<file path="config.mk">
export PLATFORM = sky130hd
export DESIGN_NAME = store_unit
export DESIGN_NICKNAME = d
export VERILOG_FILES = /design/src/rtl/store_unit_pkg.sv /design/src/rtl/store_merge.sv /design/src/rtl/store_unit.sv
export SDC_FILE = /design/constraint.sdc
export NUM_CORES = 1
export LEC_CHECK = 0
export CAP_MARGIN = 20
export CELL_PAD_IN_SITES_DETAIL_PLACEMENT = 1
export CELL_PAD_IN_SITES_GLOBAL_PLACEMENT = 1
export CORE_UTILIZATION = 34
export DETAILED_ROUTE_END_ITERATION = 8
export GPL_TIMING_DRIVEN = 0
export PLACE_DENSITY = 0.84
export SYNTH_ARGS = -nofsm -noshare
export SYNTH_HDL_FRONTEND = slang
export SYNTH_HIERARCHICAL = 1
export SYNTH_SLANG_ARGS = --single-unit
export TNS_END_PERCENT = 20
</file>
<file path="constraint.sdc">
create_clock -name clk -period 3 [get_ports clk]
set_input_delay 0.3 -clock clk [delete_from_list [all_inputs] [get_ports clk]]
set_output_delay 0.3 -clock clk [all_outputs]
set_load 0.05 [all_outputs]
</file>
<file path="src/rtl/store_unit_pkg.sv">
// Shared definitions for the RV32I store path: store widths, FSM encoding, legality check.
package store_unit_pkg;

   localparam int unsigned WORD_WIDTH  = 32;
   localparam int unsigned FUNC3_WIDTH = 3;

   localparam logic [FUNC3_WIDTH-1:0] FUNC3_SB = 3'b000;
   localparam logic [FUNC3_WIDTH-1:0] FUNC3_SH = 3'b001;
   localparam logic [FUNC3_WIDTH-1:0] FUNC3_SW = 3'b010;

   // Fixed encoding so cpu-level benches can probe the state value
   typedef enum logic [2:0] {
      ST_IDLE  = 3'd0,
      ST_READ  = 3'd1,
      ST_MERGE = 3'd2,
      ST_WRITE = 3'd3,
      ST_ERR   = 3'd4
   } store_state_e;

   // A store is illegal for an unknown width or a misaligned half/word
   function automatic logic store_illegal(input logic [FUNC3_WIDTH-1:0] func3,
                                          input logic [1:0]             byte_off);
      logic bad;
      case (func3)
         FUNC3_SB: bad = 1'b0;
         FUNC3_SH: bad = byte_off[0];
         FUNC3_SW: bad = |byte_off;
         default:  bad = 1'b1;
      endcase
      return bad;
   endfunction

endpackage

</file>
<file path="src/rtl/store_merge.sv">
// Combinational byte/half insertion of store data into an existing little-endian word.
module store_merge
   import store_unit_pkg::*;
(
   input  logic [WORD_WIDTH-1:0]  old_word,
   input  logic [WORD_WIDTH-1:0]  wdata,
   input  logic [FUNC3_WIDTH-1:0] func3,
   input  logic [1:0]             byte_off,
   output logic [WORD_WIDTH-1:0]  merged_word
);

   // Overlay the addressed lane(s) on the old word; everything else passes through
   always_comb begin
      merged_word = old_word;
      case (func3)
         FUNC3_SB: begin
            case (byte_off)
               2'd0:    merged_word[7:0]   = wdata[7:0];
               2'd1:    merged_word[15:8]  = wdata[7:0];
               2'd2:    merged_word[23:16] = wdata[7:0];
               default: merged_word[31:24] = wdata[7:0];
            endcase
         end
         FUNC3_SH: begin
            if (byte_off[1]) merged_word[31:16] = wdata[15:0];
            else             merged_word[15:0]  = wdata[15:0];
         end
         FUNC3_SW: merged_word = wdata;
         default:  merged_word = old_word;
      endcase
   end

endmodule

</file>
<file path="src/rtl/store_unit.sv">
// RV32I store engine: SW writes directly, SB/SH read-modify-write through bram32.
module store_unit
   import store_unit_pkg::*;
#(
   parameter int unsigned ADDR_WIDTH = 10,
   parameter int unsigned DATA_WIDTH = 32
)(
   input  logic                   clk,
   input  logic                   rst,
   input  logic                   req,
   input  logic [2:0]             func3,
   input  logic [31:0]            addr,
   input  logic [DATA_WIDTH-1:0]  wdata,
   output logic                   stall,
   output logic                   done,
   output logic                   err,
   output logic [ADDR_WIDTH-1:0]  mem_r_addr,
   output logic                   mem_r_enb,
   input  logic [DATA_WIDTH-1:0]  mem_r_dat,
   output logic [ADDR_WIDTH-1:0]  mem_w_addr,
   output logic [DATA_WIDTH-1:0]  mem_w_dat,
   output logic                   mem_w_enb
);

   store_state_e           state;
   logic [2:0]             func3_q;
   logic [ADDR_WIDTH-1:0]  addr_q;
   logic [DATA_WIDTH-1:0]  wdata_q;
   logic [ADDR_WIDTH-1:0]  req_word_addr;
   logic [ADDR_WIDTH-1:0]  word_addr;
   logic [DATA_WIDTH-1:0]  merged;
   logic                   unused_addr_hi;

   // Addresses wrap: bits above the BRAM address range are dropped
   assign unused_addr_hi = ^addr[31:ADDR_WIDTH];
   assign req_word_addr  = {addr[ADDR_WIDTH-1:2], 2'b00};
   assign word_addr      = {addr_q[ADDR_WIDTH-1:2], 2'b00};

   store_merge u_merge (
      .old_word    (mem_r_dat),
      .wdata       (wdata_q),
      .func3       (func3_q),
      .byte_off    (addr_q[1:0]),
      .merged_word (merged)
   );

   // Stall must rise in the request cycle itself, so it is decoded from state and req
   assign stall = !rst && (((state == ST_IDLE) && req) ||
                           (state == ST_READ) || (state == ST_MERGE));

   // Store sequencer with registered memory-port and status outputs
   always_ff @(posedge clk or posedge rst) begin
      if (rst) begin
         state      <= ST_IDLE;
         func3_q    <= '0;
         addr_q     <= '0;
         wdata_q    <= '0;
         done       <= 1'b0;
         err        <= 1'b0;
         mem_r_addr <= '0;
         mem_r_enb  <= 1'b0;
         mem_w_addr <= '0;
         mem_w_dat  <= '0;
         mem_w_enb  <= 1'b0;
      end else begin
         done      <= 1'b0;
         err       <= 1'b0;
         mem_r_enb <= 1'b0;
         mem_w_enb <= 1'b0;
         case (state)
            ST_IDLE: begin
               if (req) begin
                  func3_q <= func3;
                  addr_q  <= addr[ADDR_WIDTH-1:0];
                  wdata_q <= wdata;
                  if (store_illegal(func3, addr[1:0])) begin
                     state <= ST_ERR;
                     err   <= 1'b1;
                  end else if (func3 == FUNC3_SW) begin
                     state      <= ST_WRITE;
                     done       <= 1'b1;
                     mem_w_enb  <= 1'b1;
                     mem_w_addr <= req_word_addr;
                     mem_w_dat  <= wdata;
                  end else begin
                     state      <= ST_READ;
                     mem_r_enb  <= 1'b1;
                     mem_r_addr <= req_word_addr;
                  end
               end
            end
            ST_READ: state <= ST_MERGE;
            ST_MERGE: begin
               state      <= ST_WRITE;
               done       <= 1'b1;
               mem_w_enb  <= 1'b1;
               mem_w_addr <= word_addr;
               mem_w_dat  <= merged;
            end
            ST_WRITE: state <= ST_IDLE;
            ST_ERR:   state <= ST_IDLE;
            default:  state <= ST_IDLE;
         endcase
      end
   end

endmodule

</file>
=== Word-level counts from Yosys, hierarchy flattened ===
Index checks and enable logic that the tools add are counted.

* Register bits after elaboration: 101
* Input bits: 102
* Output and inout bits: 57
* Logic and storage cells: 71

* Eq/ne operators: 11
* Muxes and demuxes: 33
* Bitwise gates (word level): 2
* Reductions and logical operators: 15

{| class="wikitable"
|+ Operator list
! operator !! count
|-
| $mux W32 || 3
|-
| $pmux W32 S3 || 1
|-
| $pmux W32 S2 || 1
|-
| $mux W16 || 2
|-
| $mux W8 || 4
|-
| $mux W10 || 3
|-
| $pmux W10 S2 || 1
|-
| $mux W1 || 12
|-
| $eq A3 B1 Y1 const B || 3
|-
| $eq A3 B2 Y1 const B || 3
|-
| $logic_not A3 Y1 || 3
|-
| $pmux W3 S3 || 1
|-
| $reduce_and A4 Y1 || 2
|-
| $mux W3 || 2
|-
| $ne A2 B2 Y1 const B || 2
|-
| $pmux W1 S3 || 1
|-
| $reduce_or A3 Y1 || 1
|-
| $eq A2 B1 Y1 const B || 1
|-
| $eq A2 B2 Y1 const B || 1
|-
| $logic_and A1 B1 Y1 || 2
|-
| $logic_not A2 Y1 || 1
|-
| $logic_or A1 B1 Y1 || 2
|-
| $mux W2 || 1
|-
| $ne A2 B1 Y1 const B || 1
|-
| 6 further kinds || 7
|}

=== Depth between registers and ports, before layout ===
Gate-level depths: netlist (run 1).

* Depth after elaboration: 7
* Depth in mapped cells: 9
* Depth with buffers taken out: 6

=== Modules after synthesis ===
The synthesis (run 1) kept the hierarchy.

{| class="wikitable"
|+ Modules (own cells, without submodules)
! module !! times used !! cells an instance !! area an instance (um2) !! sequential area each (um2)
|-
| store_unit || 1 || 386 || 4530.6 || 2477.4
|-
| store_merge || 1 || 249 || 1778.0 || 0.0
|}

=== Worst setup path after synthesis (run 1) ===
No wires, ideal clock.

* Path type: reg-to-output
* Start point: reg state[1]
* End point: out stall
* Data arrival time: 2.087 ns
* Data required time: 2.700 ns
* Slack: 0.613 ns
* Cell stages (with the launch flop): 5
* Path buffers: 2
* Cell sequence: dfrtp_1 > clkbuf_1 > clkbuf_1 > nor3_1 > nor3_1

* Longest elaborated chain between the ends: 5
* Elaborated cells between the ends (all ways): 7
* Those cells by class: eq/ne: 2; reduce/logical: 5

{| class="wikitable"
|+ RTL lines
! element !! RTL line !! source
|-
| from (decl) || store_unit.sv:25 || <nowiki>store_state_e state;</nowiki>
|-
| from (signal assigned) || store_unit.sv:54 || <nowiki>state <= ST_IDLE;</nowiki>
|-
| from (signal assigned) || store_unit.sv:77 || <nowiki>state <= ST_ERR;</nowiki>
|-
| from (signal assigned) || store_unit.sv:80 || <nowiki>state <= ST_WRITE;</nowiki>
|-
| $logic_not A3 Y1 || store_unit.sv:48 || <nowiki>assign stall = !rst && (((state == ST_IDLE) && req) ||</nowiki>
|-
| $logic_and A1 B1 Y1 || store_unit.sv:48 ||
|-
| $logic_or A1 B1 Y1 || store_unit.sv:48 ||
|-
| $logic_or A1 B1 Y1 * || store_unit.sv:49 || <nowiki>(state == ST_READ) || (state == ST_MERGE));</nowiki>
|-
| $logic_and A1 B1 Y1 * || store_unit.sv:48 ||
|-
| to (decl) || store_unit.sv:14 || <nowiki>output logic stall,</nowiki>
|}

Mark *: on every way between the ends. The rest lies on a longest branch, timed or not.

=== Worst setup path after layout (run 1) ===
Same ends and word-level chain as after synthesis.

==> results.yml, run 1 <==
floorplan:
  start_util: 0.349
  die_y_um: 138
  die_w_um: 138
  core_area_mm2: 0.0181
  io_pins: 159
  rows: 49
  design.die.area_mm2: 0.0191
synth:
  synth_top_area_share: 0.393
  ys_top_cells_by_area: "dfrtp_1 39%, mux2_2 9.3%, mux2i_1 7.6%"
  synth_top_cell_by_area: "dfrtp_1"
  syn_area_mm2: 0.00631
  ys_seq_elements: 99
  ys_types: 38
  ys_warn_count: 6
  synth_area_per_cell_um2: 9.93
  synth.yosys.seq_area_share: 0.393
  synthCells: 635
timing:
  tightest_slew_ns: 0.683
  slew_viol_final: 0
  hold_violations: 0
  timing.fmax_ghz: 0.369
  report.final.setup_viol: 0
  period_share: 0.903
  max_slew_margin: 0.538
  period_minus_slack_ns: 2.71
  rsz0062_at_grt: "false"
  holdWs_ns: 0.394
  fin_worst_skew_ns: 0.0109
layout:
  nNetsFinal: 884
  stdcell_area_mm2: 0.00828
  final_cells: 1016
  area_delta_synth_final_pct: 31.2
  num-fill-cells: 2042
  final_common_cell: "clkdlybuf4s50_1"
  antennaDiodeCount: 0
  layout-drive-gt1-share: 0.158
  final_cell_mix: "131 x clkdlybuf4s50_1, 99 x dfrtp_1, 57 x nor3_1"
clocking:
  clkLatencyLatePin_ns: 0.37
  clockBufferDepth: 2
  clkTransAtPathRegs_ns: 0.09
  cts_htree_levels: 3
  cts_hold_buf: 0
  cts_buffers: 9
  cts_sinks: 99
  clockRootBuffer: "clkbuf_16"
  cts_setup_buffers: 0
  cts_tree: "built"
route:
  via_per_inst: 6.09
  dr.first_iter.drc_count: 591
  drc: 18
  vias: 6183
  dr.pass1.iters: 9
  ant_nets: 0
  wl_per_cell_um: 22.8
  routed_wl_mm: 23.2
global_route:
  grt_overflow: 0
  grtUsageTotal: 0.251
  grt_start_max_net_pins: 58
  grt_pass1_vias: 6605
  antenna_found_initial: 0
  grt_pass1_wl_mm: 37.4
placed_design:
  io_buffers: 132
  hpwl_mm: 16.7
  dp.cells: 1000
  gp_congestion: 0.916
  placed_area_mm2: 0.00796
setup_path:
  end_kind: "output port"
  cp-start-kind: "flop"
  crit_type: "flop to output port"
  cp.arrival_ns: 2.41
  crit_fanout: 10
  worstPathRequired_ns: 2.70
pwr:
  clockPowerShare: 0.115
  switchingPower_uw: 5410
  comb_power_share: 0.626
  p_leak_uw: 0.00317
  p_per_area_mw_per_mm2: 1290
  p_int_uw: 5270
  swShare: 0.507
  ir_drop_mv: 0.578
  pwr-share-seq: 0.259
  p_total_uw: 10700
run_status:
  outcome: "complete, but fails checks"
  violations: "DRC"
worst_hold_path:
  hold_path.class: "input pin to asynchronous set/reset pin"
flow_run:
  drv_cap: 0
[path summary, 6_finish.rpt]
kind                                   startpoint                   endpoint  slack (ns)  cells after the start
setup reg to reg           func3_q[1]$_DFFE_PP0P_  mem_w_dat[27]$_DFFE_PP0P_        0.92                      8
hold / removal                                rst  mem_r_addr[8]$_DFFE_PP0P_        0.39                      2
max in group asynchronous                     rst   mem_w_dat[8]$_DFFE_PP0P_        1.89                      3
min in group clk            addr_q[5]$_DFFE_PP0P_      addr_q[5]$_DFFE_PP0P_        0.51                      1
setup / recovery             state[1]$_DFFE_PP0P_                      stall        0.29                      5
hold reg to reg             addr_q[5]$_DFFE_PP0P_      addr_q[5]$_DFFE_PP0P_        0.51                      1
[synthesized netlist by cell type (all sizes together)]
cell type,n
a211oi,41
a21o,1
a21oi,17
a222oi,16
a32o,1
a32oi,1
buf,36
clkbuf,37
conb,1
dfrtp,99
inv,21
mux2,52
mux2i,48
nand2,8
nand2b,1
nand3,1
nor2,22
nor2b,3
nor3,57
nor4,39
nor4b,3
o21a,50
o21ai,4
o221ai,16
o22ai,55
or2,2
or3b,1
or4b,2
[final cells by class]
cell class | count | area (µm²) | area share
clock buffers | 9 | 225 | 0.0272
flip-flops and latches | 99 | 2480 | 0.299
inverters | 21 | 81.3 | 0.00983
multi-input cells | 445 | 3380 | 0.409
repair buffers | 133 | 1350 | 0.163
well taps | 229 | 287 | 0.0346
clock inverters | 7 | 93.8 | 0.0113
plain buffers | 73 | 382 | 0.0461
[flip-flops by register name, indices dropped and copies added, names as in the netlist]
register	flops
addr_q	10
err	1
func3_q	3
mem_r_addr	8
mem_r_enb	1
mem_w_addr	8
mem_w_dat	32
mem_w_enb	1
state	3
wdata_q	32
[what timing repair did]
| item | in CTS | in global routing |
|---|---|---|
| gates resized for setup | 2 | 0 |
| endpoints found under the setup margin | 1 | 0 |
| endpoints found under the hold margin | 0 | 0 |
[metal layers]
layer | part of all wire | track usage | vias to the layer above | wire, µm
met1 | 0.43 | 0.333 | 3118 | 10100
met5 | 0 | 0 | - | 0
met4 | 0.026 | 0.0964 | 0 | 613
met3 | 0.068 | 0.0526 | 44 | 1580
li1 | - | - | 2767 | -
met2 | 0.47 | 0.400 | 254 | 11000
[cell families after synthesis]
family / count (synthesis) / share of synthesized area
other: 1 / 0.000594
buffers and inverters: 94 / 0.0728
muxes: 100 / 0.169
DFF: 99 / 0.393
AOI/OAI and AO/OA: 202 / 0.231
and+or+nand+nor: 139 / 0.134
[power by group through the flow]
stage | combinational, µW | sequential [µW] | clock (µW)
floorplan | 3520 | 3710 | 0
global placement | 6440 | 2740 | 0
detailed placement | 6570 | 2770 | 0
CTS | 6630 | 2750 | 1250
global route | 7100 | 2860 | 1300
finish | 6680 | 2770 | 1230
[metrics by stage]
step                worst slack (ns)  setup TNS, ns  utilization
CTS                            0.294              0        0.458
global placement               -1.56        -154.16        0.438
finish                         0.290              0        0.458
floorplan                      0.110              0            -
global route                   0.138              0        0.458
detailed placement             0.220              0        0.440
[worst max-delay path: stages (launching register included)]
cell and delay (ns):
dfrtp_1 0.41, clkbuf_2 0.30, clkbuf_1 0.44, nor3_1 0.09
nor3_1 0.24, dlygate4sd2_1 0.56
Power figures use the tool's default switching activity.
==> run 2: changes to the inputs <==
--- a/config.mk
+++ b/config.mk
@@ -8,10 +8,10 @@
 export CAP_MARGIN = 20
 export CELL_PAD_IN_SITES_DETAIL_PLACEMENT = 1
 export CELL_PAD_IN_SITES_GLOBAL_PLACEMENT = 1
-export CORE_UTILIZATION = 34
+export CORE_UTILIZATION = 38
 export DETAILED_ROUTE_END_ITERATION = 8
 export GPL_TIMING_DRIVEN = 0
-export PLACE_DENSITY = 0.84
+export PLACE_DENSITY = 0.88
 export SYNTH_ARGS = -nofsm -noshare
 export SYNTH_HDL_FRONTEND = slang
 export SYNTH_HIERARCHICAL = 1
==> constraint.sdc (replaced) <==
create_clock -name clk -period 2.6 [get_ports clk]
set_input_delay 0.26 -clock clk [delete_from_list [all_inputs] [get_ports clk]]
set_output_delay 0.26 -clock clk [all_outputs]
set_load 0.05 [all_outputs]
==> run 2 against run 1 <==
  * The flow now finishes without violations
  * Utilization increased by 5.5 points
  * Via count increased by 0.44%
  * Cell count is 1.3% lower
  * Count of clock-buffer cells in the layout increased by 1
  * Highest routed layer unchanged
  * Die area is 10% lower
  * Critical path depth fell by 1
  * Global-route usage is 2.8 points higher
  * Cell area is 0.48% lower
  * Sequential power grew 16%
  * Hold slack lost 0.012 ns
==> results.yml, run 2 (same netlist as run 1, synthesis figures left out) <==
setup_path:
  crit_fanout: 10
  ff2ff_path_depth: 6
  crit_chain: "buf_1, a21o_1, nor3_1, clkdlybuf4s15_2"
  cp.arrival_ns: 2.07
  worstPathRequired_ns: 2.34
  cp-start-kind: "flop"
  critPathSlowestCell: "dfrtp_1"
  end_kind: "output port"
  crit_type: "flop to output port"
  max_stage_delay_ns: 0.43
global_route:
  grt_overflow: 0
  antenna_found_initial: 0
  grt_pass1_wl_mm: 36.0
  grt_start_max_net_pins: 42
  grt_pass1_vias: 6426
  grtUsageTotal: 0.279
pwr:
  p_leak_uw: 0.00315
  switchingPower_uw: 6160
  pwr-share-seq: 0.263
  p_int_uw: 6050
  swShare: 0.504
  p_per_area_mw_per_mm2: 1480
  p_total_uw: 12200
  ir_drop_mv: 0.634
  clockPowerShare: 0.110
  comb_power_share: 0.626
timing:
  hold_violations: 0
  report.final.setup_viol: 0
  slew_viol_final: 0
  max_slew_margin: 0.503
  period_minus_slack_ns: 2.33
  fin_worst_skew_ns: 0.0108
  tightest_slew_ns: 0.746
  timing.fmax_ghz: 0.429
  period_share: 0.897
  rsz0062_at_grt: "false"
  final.setup.worst_slack_ns: 0.269
floorplan:
  die_y_um: 131
  start_util: 0.393
  die_w_um: 131
  rows: 46
  core_area_mm2: 0.0161
  design.die.area_mm2: 0.0171
  io_pins: 159
layout:
  seqCellArea_mm2: 0.00248
  area_delta_synth_final_pct: 30.6
  final_common_cell: "clkdlybuf4s50_1"
  num-fill-cells: 1796
  nNetsFinal: 884
  final_cells: 1003
  multi_input_area_mm2: 0.00338
  layout-drive-gt1-share: 0.159
  reg_top3: "mem_w_dat x32, wdata_q x32, addr_q x10"
  antennaDiodeCount: 0
  final_cell_mix: "131 x clkdlybuf4s50_1, 99 x dfrtp_1, 57 x nor3_1"
placed_design:
  preCtsSetupSlack_ns: -0.213
  gp_congestion: 0.865
  hpwl_mm: 16.5
  io_buffers: 132
  dp.cells: 988
clocking:
  cts_sinks: 99
  cts_htree_levels: 3
  clockRootBuffer: "clkbuf_16"
  clkTransAtPathRegs_ns: 0.07
  cts_setup_buffers: 0
  cts_resized: 5
  cts_tree: "built"
  cts_hold_buf: 0
  clkLatencyLatePin_ns: 0.37
  cts_buffers: 9
  clockBufferDepth: 2
route:
  drc: 0
  wl_per_cell_um: 22.5
  dr.first_iter.drc_count: 470
  dr.pass1.iters: 8
  vias: 6210
  ant_nets: 0
  via_per_inst: 6.19
  routed_wl_mm: 22.6
worst_hold_path:
  hold_path.class: "input pin to asynchronous set/reset pin"
run_status:
  outcome: "finished clean"
flow_run:
  drv_cap: 0
[run 2: cell types whose count changed in the layout (fill, tap and decap cells not counted)]
cell             change
inv_4                -1
dlygate4sd2_1        -1
inv_6                +2
buf_16               -1
clkinvlp_4           +2
buf_12               +2
clkdlybuf4s15_2      +1
clkinv_8             -4
[run 2: path summary, 6_finish.rpt]
check,startpoint,to,slack (ns)
worst min register to register,mem_r_addr[2]$_DFFE_PP0P_,mem_r_addr[2]$_DFFE_PP0P_,0.51
max in group asynchronous,rst,mem_w_dat[9]$_DFFE_PP0P_,1.59
worst max-delay path,state[1]$_DFFE_PP0P_,stall,0.27
worst max register to register,func3_q[0]$_DFFE_PP0P_,mem_w_dat[16]$_DFFE_PP0P_,0.51
min in group clk,mem_r_addr[2]$_DFFE_PP0P_,mem_r_addr[2]$_DFFE_PP0P_,0.51
worst min-delay path,rst,mem_w_enb$_DFF_PP0_,0.38
[run 2: layout make-up]
cell class	count	share of cell area
multi-input cells	445	0.411
flip-flops and latches	99	0.301
repair buffers	134	0.165
plain buffers	72	0.0459
well taps	216	0.0328
clock buffers	10	0.0278
inverters	21	0.0100
clock inverters	6	0.00653
[run 2: through the flow]
step                      instance area [µm²]  hold WS (ns)  TNS [ns]   util
after floorplan                          6320         0.377         0      -
after global placement                   7920         0.486   -0.0675  0.493
after detailed placement                 7960         0.496    -0.213  0.495
after CTS                                8240         0.398         0  0.513
after global routing                     8240         0.424         0  0.513
final                                    8240         0.381         0  0.513
[run 2: routing by layer]
metal / share of wire / track usage / up-vias
li1: - / - / 2775
met1: 0.43 / 0.367 / 3113
met2: 0.48 / 0.446 / 276
met3: 0.070 / 0.0603 / 46
met4: 0.027 / 0.110 / 0
met5: 0 / 0 / -
[run 2: power by group through the flow]
stage	logic, µW	clock network (µW)	registers, µW
after detailed placement	7580	0	3210
final	7650	1350	3220
after CTS	7610	1370	3190
after global routing	8150	1430	3300
after floorplan	4060	0	4280
after global placement	7390	0	3160
[run 2: critical path, delay by kind of cell, from the launching register on]
kind	cells	cell delay [ns]
buf+inv	2	0.75
simple gates	1	0.24
flops	1	0.43
compound gates	1	0.29
==> run 3: changes to the inputs <==
--- a/config.mk
+++ b/config.mk
@@ -5,7 +5,7 @@
 export SDC_FILE = /design/constraint.sdc
 export NUM_CORES = 1
 export LEC_CHECK = 0
-export CAP_MARGIN = 20
+export CAP_MARGIN = 15
 export CELL_PAD_IN_SITES_DETAIL_PLACEMENT = 1
 export CELL_PAD_IN_SITES_GLOBAL_PLACEMENT = 1
 export CORE_UTILIZATION = 38
==> results of run 3 <==
Same layout as run 2: the final DEF is identical, and so are final timing and power.
